==> src/rtl/bht_update_unit_pkg.sv <==
// Shared branch-history definitions: table geometry, 2-bit counter encodings
// and the saturating next-state rule used by both the writer and fetch reader.
package bht_pkg;

    localparam int LOWER = 5;
    localparam int ROWS  = 1 << (LOWER - 2);

    typedef enum logic [1:0] {
        SN = 2'b00,
        WN = 2'b01,
        WT = 2'b10,
        ST = 2'b11
    } sat2_t;

    // Step a 2-bit counter one position toward the resolved outcome, saturating at the ends.
    function automatic sat2_t sat2_next(input sat2_t state, input logic outcome);
        sat2_t next_state;
        case (state)
            SN:      next_state = outcome ? WN : SN;
            WN:      next_state = outcome ? WT : SN;
            WT:      next_state = outcome ? ST : WN;
            ST:      next_state = outcome ? ST : WT;
            default: next_state = SN;
        endcase
        return next_state;
    endfunction

endpackage

==> src/rtl/bht_update_unit_if.sv <==
// Bus between EX branch resolution and the BHT writer, carrying the resolved
// outcome in and the prediction vector / mispredict information back out.
interface bht_update_unit_if #(
    parameter int LOWER = 5,
    parameter int ROWS  = 8,
    parameter int CNT_W = 16
);
    logic             en;
    logic             upd_valid;
    logic [LOWER-1:0] upd_addr;
    logic             was_taken;
    logic             jumped;
    logic             pred_taken;
    logic [ROWS-1:0]  pred_vec;
    logic             mispredict;
    logic [CNT_W-1:0] mispred_cnt;

    modport master (
        output en, upd_valid, upd_addr, was_taken, jumped, pred_taken,
        input  pred_vec, mispredict, mispred_cnt
    );

    modport slave (
        input  en, upd_valid, upd_addr, was_taken, jumped, pred_taken,
        output pred_vec, mispredict, mispred_cnt
    );
endinterface

==> src/rtl/bht_update_unit_sat_counter.sv <==
// One 2-bit saturating counter row; the new value is computed by the writer and
// loaded here, reset returns the row to its configured initial state.
module bht_sat_counter
    import bht_pkg::*;
#(
    parameter sat2_t RESET_VAL = SN
) (
    input  logic  clk,
    input  logic  arst_n,
    input  logic  load,
    input  sat2_t d,
    output sat2_t q
);

    sat2_t state_q;
    sat2_t state_d;

    // Take the new counter value only when this row is the one being written.
    always_comb begin
        state_d = state_q;
        if (load) begin
            state_d = d;
        end
    end

    // Counter storage with asynchronous return to the row's initial value.
    always_ff @(posedge clk or negedge arst_n) begin
        if (!arst_n) begin
            state_q <= RESET_VAL;
        end else begin
            state_q <= state_d;
        end
    end

    assign q = state_q;

endmodule

==> src/rtl/bht_update_unit.sv <==
// Write side of the 2-bit branch history table: a two-stage read-modify-write of
// the addressed counter, with a bypass so back-to-back updates to one row never
// see a stale value, plus mispredict pulse and saturating mispredict count.
module bht_update_unit
    import bht_pkg::*;
#(
    parameter int                  CNT_W       = 16,
    parameter logic [2*ROWS-1:0]   INIT_STATES = 16'h0200
) (
    input logic               clk,
    input logic               arst_n,
    bht_update_unit_if.slave  bus
);

    localparam int ROW_W = LOWER - 2;

    sat2_t             cnt_q [ROWS];
    logic [ROWS-1:0]   load;
    logic [ROWS-1:0]   pred_vec;
    sat2_t             wr_state;
    logic              s2_fire;
    logic [ROW_W-1:0]  in_row;
    logic              in_outcome;
    logic              unused_addr_bits;

    logic              s1_valid_q,   s1_valid_d;
    logic [ROW_W-1:0]  s1_row_q,     s1_row_d;
    logic              s1_outcome_q, s1_outcome_d;
    logic              s1_pred_q,    s1_pred_d;
    sat2_t             s1_state_q,   s1_state_d;
    logic              mispredict_q, mispredict_d;
    logic [CNT_W-1:0]  mispred_cnt_q, mispred_cnt_d;

    assign in_row           = bus.upd_addr[LOWER-1:2];
    assign in_outcome       = bus.was_taken | bus.jumped;
    assign unused_addr_bits = ^bus.upd_addr[1:0];
    assign s2_fire          = bus.en & s1_valid_q;
    assign wr_state         = sat2_next(s1_state_q, s1_outcome_q);

    genvar gi;
    generate
        for (gi = 0; gi < ROWS; gi++) begin : g_row
            bht_sat_counter #(
                .RESET_VAL(sat2_t'(INIT_STATES[2*gi +: 2]))
            ) u_cnt (
                .clk    (clk),
                .arst_n (arst_n),
                .load   (load[gi]),
                .d      (wr_state),
                .q      (cnt_q[gi])
            );
        end
    endgenerate

    // Row write strobe, stage-1 capture with same-row bypass, and mispredict bookkeeping.
    always_comb begin
        load          = '0;
        s1_valid_d    = s1_valid_q;
        s1_row_d      = s1_row_q;
        s1_outcome_d  = s1_outcome_q;
        s1_pred_d     = s1_pred_q;
        s1_state_d    = s1_state_q;
        mispredict_d  = s2_fire & (s1_outcome_q != s1_pred_q);
        mispred_cnt_d = mispred_cnt_q;

        if (s2_fire) begin
            load[s1_row_q] = 1'b1;
        end
        if (mispredict_d && (mispred_cnt_q != {CNT_W{1'b1}})) begin
            mispred_cnt_d = mispred_cnt_q + CNT_W'(1);
        end
        if (bus.en) begin
            s1_valid_d   = bus.upd_valid;
            s1_row_d     = in_row;
            s1_outcome_d = in_outcome;
            s1_pred_d    = bus.pred_taken;
            if (s2_fire && (s1_row_q == in_row)) begin
                s1_state_d = wr_state;
            end else begin
                s1_state_d = cnt_q[in_row];
            end
        end
    end

    // Pipeline and mispredict registers; reset drops any in-flight update.
    always_ff @(posedge clk or negedge arst_n) begin
        if (!arst_n) begin
            s1_valid_q    <= 1'b0;
            s1_row_q      <= '0;
            s1_outcome_q  <= 1'b0;
            s1_pred_q     <= 1'b0;
            s1_state_q    <= SN;
            mispredict_q  <= 1'b0;
            mispred_cnt_q <= '0;
        end else begin
            s1_valid_q    <= s1_valid_d;
            s1_row_q      <= s1_row_d;
            s1_outcome_q  <= s1_outcome_d;
            s1_pred_q     <= s1_pred_d;
            s1_state_q    <= s1_state_d;
            mispredict_q  <= mispredict_d;
            mispred_cnt_q <= mispred_cnt_d;
        end
    end

    // Prediction vector is the MSB of each counter flop, so it is purely registered.
    always_comb begin
        pred_vec = '0;
        for (int i = 0; i < ROWS; i++) begin
            pred_vec[i] = cnt_q[i][1];
        end
    end

    assign bus.pred_vec    = pred_vec;
    assign bus.mispredict  = mispredict_q;
    assign bus.mispred_cnt = mispred_cnt_q;

endmodule

==> src/flat_wrapper.sv <==
// flat-port wrapper written by rule: the top's interface ports become plain ports
module bht_update_unit_flat import bht_pkg::*;
#(
    parameter int                  CNT_W       = 16,
    parameter logic [2*ROWS-1:0]   INIT_STATES = 16'h0200
)
  (clk, arst_n, bus_en, bus_upd_valid, bus_upd_addr, bus_was_taken, bus_jumped, bus_pred_taken, bus_pred_vec, bus_mispredict, bus_mispred_cnt);
  bht_update_unit_if #(.LOWER(5), .ROWS(8), .CNT_W(CNT_W)) bus_i ();
  input logic clk;
  input logic arst_n;
  input wire logic [$bits(bus_i.en)-1:0] bus_en;
  input wire logic [$bits(bus_i.upd_valid)-1:0] bus_upd_valid;
  input wire logic [$bits(bus_i.upd_addr)-1:0] bus_upd_addr;
  input wire logic [$bits(bus_i.was_taken)-1:0] bus_was_taken;
  input wire logic [$bits(bus_i.jumped)-1:0] bus_jumped;
  input wire logic [$bits(bus_i.pred_taken)-1:0] bus_pred_taken;
  output wire logic [$bits(bus_i.pred_vec)-1:0] bus_pred_vec;
  output wire logic [$bits(bus_i.mispredict)-1:0] bus_mispredict;
  output wire logic [$bits(bus_i.mispred_cnt)-1:0] bus_mispred_cnt;
  assign bus_i.en = bus_en;
  assign bus_i.upd_valid = bus_upd_valid;
  assign bus_i.upd_addr = bus_upd_addr;
  assign bus_i.was_taken = bus_was_taken;
  assign bus_i.jumped = bus_jumped;
  assign bus_i.pred_taken = bus_pred_taken;
  assign bus_pred_vec = bus_i.pred_vec;
  assign bus_mispredict = bus_i.mispredict;
  assign bus_mispred_cnt = bus_i.mispred_cnt;
  bht_update_unit #(.CNT_W(CNT_W), .INIT_STATES(INIT_STATES)) u_core (.clk(clk), .arst_n(arst_n), .bus(bus_i));
endmodule
==> config.mk <==
export PLATFORM = sky130hd
export DESIGN_NAME = bht_update_unit_flat
export DESIGN_NICKNAME = d
export VERILOG_FILES = /design/src/rtl/bht_update_unit_pkg.sv /design/src/rtl/bht_update_unit_if.sv /design/src/rtl/bht_update_unit_sat_counter.sv /design/src/rtl/bht_update_unit.sv /design/src/flat_wrapper.sv
export SDC_FILE = /design/constraint.sdc
export NUM_CORES = 1
export LEC_CHECK = 0
export ABC_AREA = 1
export BUFFER_PORTS_ARGS = -buffer_cell sky130_fd_sc_hd__buf_2
export CAP_MARGIN = 30
export CORE_UTILIZATION = 55
export CTS_BUF_LIST = sky130_fd_sc_hd__clkbuf_4 sky130_fd_sc_hd__clkbuf_8
export DETAILED_ROUTE_END_ITERATION = 7
export PLACE_DENSITY = 0.8
export REMOVE_ABC_BUFFERS = 1
export SETUP_SLACK_MARGIN = 0.2
export SYNTH_ARGS = -nofsm -noshare
export SYNTH_HDL_FRONTEND = slang
export SYNTH_SLANG_ARGS = --single-unit
export TNS_END_PERCENT = 1
==> constraint.sdc <==
create_clock -name clk -period 2.35 [get_ports clk]
set_clock_uncertainty 0.1 [all_clocks]
set_input_delay 0.5875 -clock clk [delete_from_list [all_inputs] [get_ports clk]]
set_output_delay 0.5875 -clock clk [all_outputs]
set_load 0.05 [all_outputs]
==> summary.txt <==
STA
  – Setup-failing EPs final: 0
  – Fin crit share: 83.9%
  – Worst-Margin Slew: 0.448 ns
  – Tmin final: 1.97 ns
  – Fin. Hold Viols: 0
  – Max Fclk: 0.507 GHz
  – Slew Limit Fails: 0
  – Worst setup slack after layout: 0.377 ns
  – Post-Route Setup TNS: 0 ns
  – RSZ-0062 raised after global routing: false
  – Slew HR: 70.0%

Route
  – Mean routed wirelength per cell: 12.8 um
  – Via count: 2,062
  – Routed vias/inst: 5.33
  – Routed WL: 4.96 mm
  – Initial DRC count: 150
  – Post-DRT Antenna Nets: 0
  – # DRC: 0
  – Initial DRT Pass Iterations: 5

Global routing
  – First-pass GRT wire length: 8.72 mm
  – Vias in the first global route: 1,947
  – Total GRT Usage: 26.6%
  – Largest net degree at the start of global routing: 18
  – Total grt overflow: 0
  – Antenna violations before repair: 0

Floorplanning
  – Core Area: 3800 sq um
  – Initial core utilization: 59.3%
  – Die height: 66.0 um
  – Die area: 4350 sq um
  – Num rows: 22
  – IO Pins: 37
  – Die Wd: 66.0 um

Logic synthesis
  – Cell taking the most area after synthesis: dfrtp_1
  – #FFs+latches synth: 41
  – Mapped cell area: 2250 sq um
  – Synth top area share: 44.5%
  – Unique masters post-synth: 24
  – Largest cells by area after synthesis: dfrtp_1, nand2_1, nor2_1
  – Mean post-synth cell area: 7.38 sq um
  – Register area share after synthesis: 45.6%
  – Post-synth EDFFs: 0
  – FFs w/ async S/R, synth: 100%
  – Mapped Cells: 305
  – Synth Flop Type: dfrtp_1
  – Synth warn: 0

Clocking
  – Hold_buf cts: 0
  – Clk sinks: 41
  – Post-CTS Setup Bufs: 0
  – CTS H-Tree Depth: 2
  – CTS Buffer Depth: 2
  – Clk slew on worst S/H paths: 0.08 ns
  – CTS buffer count: 5
  – CTS tree: yes
  – Clock Latency Late Sink: 0.29 ns
  – Gates resized, CTS repair: 0
  – Root Driver: clkbuf_8

Cells and area
  – Ratio of cells with drive above 1 in the final layout: 18.9%
  – Area grow syn2layout: 11.8%
  – Design area: 2520 sq um
  – Nets@finish: 352
  – Fin cells: 387
  – Antenna diodes: 0

Place
  – PortBufs: 34
  – Placer Congestion: 0.938
  – DP HPWL: 3.66 mm
  – Placed cell count: 380
  – Dpl ws: 0.433 ns
  – Placed instance area: 2430 sq um

Setup path
  – Crit path launch type: flip-flop
  – Worst-path maximum fanout: 16
  – Crit-path cells: ha_1 -> nand2_2 -> nor2_2 -> nand2_2 -> o21ai_4 -> nand2_1 -> nand2_1
  – FF-to-FF End: u_core.bus.mispred_cnt[7]
  – Top delay family on crit path: simple AND/OR/NAND/NOR gates
  – R2r setup slk: 0.38 ns
  – Slowest cell on the critical path: dfrtp_1
  – Max incr delay on CP: 0.45 ns
  – CP arrival: 2.10 ns
  – WS Path Type: flip-flop to flip-flop
  – CP required: 2.48 ns
  – R2r worst-path depth: 7
  – Worst reg2reg startpoint: u_core.bus.mispred_cnt[0]
  – Buffer and inverter count on the worst path: 0
  – Setup crit end kind: flip-flop

Power
  – Internal power: 1350 uW
  – Psw: 974 uW
  – Pwr dens: 921 nW/um^2
  – Net Sw Frac: 42.0%
  – Sequential Power Share: 44.1%
  – Peak supply drop: 0.884 mV
  – Gate power share: 35.5%
  – Cell leakage power: 0.00130 uW
  – Clock power share: 20.4%

Worst hold path
  – Hold crit path type: input port to asynchronous set/reset pin

Job
  – Max-Cap Viols: 0

Run status
  – Outcome: finished clean
[flip-flops by register name, indices dropped and copies added, names as in the netlist]
signal / count
u_core.bus.mispred_cnt: 16
u_core.g_row.u_cnt.q: 16
u_core.s1_row_q: 3
u_core.s1_state_q: 2
u_core.bus.mispredict: 1
u_core.s1_outcome_q: 1
u_core.s1_pred_q: 1
u_core.s1_valid_q: 1
[cell type report]
cell class	count	area (sq um)
Clock buffer	7	90.1
Fill cell	336	1280
Sequential cell	41	1030
Inverter	22	82.6
Tap cell	48	60.1
Timing Repair Buffer	39	208
Multi-Input combinational cell	230	1050
[stage by stage]
step	util, %	total power (uW)	hold slack (ns)
6_report	66.3	2320	0.0397
5_1_grt	66.3	2460	0.0405
3_3_place_gp	63.9	1830	0.353
4_1_cts	66.3	2340	0.0401
2_1_floorplan	-	1620	0.192
3_5_place_dp	63.9	1860	0.362
[per-layer routing]
| layer | up-vias | wire length (um) | global-route usage [%] |
|---|---|---|---|
| met5 | - | 0 | 0 |
| met4 | 0 | 69 | 9.84 |
| met3 | 7 | 333 | 6.38 |
| met2 | 68 | 2300 | 40.8 |
| met1 | 963 | 2260 | 36.4 |
| li1 | 1024 | - | - |
[cell usage after synthesis (2+ instances only)]
| cell type | n |
|---|---|
| buf_6 | 2 |
| o21ai_0 | 6 |
| nor2_2 | 2 |
| nand2_1 | 115 |
| xor2_1 | 9 |
| xnor2_1 | 2 |
| dfrtp_1 | 40 |
| nand4_1 | 6 |
| inv_1 | 12 |
| nand2_2 | 2 |
| inv_2 | 10 |
| nor3_1 | 3 |
| a21oi_1 | 17 |
| buf_4 | 8 |
| nand3_1 | 25 |
| o21ai_1 | 2 |
| nor2_1 | 37 |
[cells in the final DEF, fill, tap and decap left out]
master / Yosys / layout
a21oi_1: 17 / 17
buf_2: 1 / 34
buf_4: 8 / 5
clkbuf_4: 0 / 1
clkbuf_8: 0 / 6
dfrtp_1: 40 / 40
dfstp_2: 1 / 1
ha_1: 1 / 1
inv_1: 12 / 12
inv_2: 10 / 10
nand2_1: 115 / 115
nand2_2: 2 / 2
nand3_1: 25 / 25
nand4_1: 6 / 6
nor2_1: 37 / 37
nor2_2: 2 / 2
nor3_1: 3 / 3
nor3_2: 1 / 1
nor3_4: 1 / 1
o21ai_0: 6 / 6
o21ai_1: 2 / 2
o21ai_4: 1 / 1
xnor2_1: 2 / 2
xor2_1: 9 / 9
[power groups by stage]
stage | clock network [uW] | logic, uW | registers, uW
after floorplan | 0 | 297 | 1330
after global placement | 0 | 802 | 1030
after detailed placement | 0 | 824 | 1030
after CTS | 485 | 827 | 1020
after global routing | 517 | 893 | 1050
final | 474 | 823 | 1020
[how the worst max path moves through the flow]
stage / cells past startpoint / from / endpoint
finish: 7 / u_core.bus.mispred_cnt[0] / u_core.bus.mispred_cnt[7]
CTS: 7 / u_core.bus.mispred_cnt[0] / u_core.bus.mispred_cnt[7]
detailed placement: 7 / u_core.bus.mispred_cnt[0] / u_core.bus.mispred_cnt[14]
global placement: 7 / u_core.bus.mispred_cnt[0] / u_core.bus.mispred_cnt[9]
floorplan: 7 / u_core.bus.mispred_cnt[0] / u_core.bus.mispred_cnt[2]
global route: 7 / u_core.bus.mispred_cnt[0] / u_core.bus.mispred_cnt[14]
[kinds of logic after synthesis]
kind of cell	Yosys count	synth area share [%]
and+or+nand+nor	192	35.5
DFF	41	45.6
buffers and inverters	34	7.73
AOI/OAI and AO/OA	26	6.28
xor gates and xnor gates	11	4.28
adders and majority gates	1	0.556
Power figures use the tool's default switching activity.
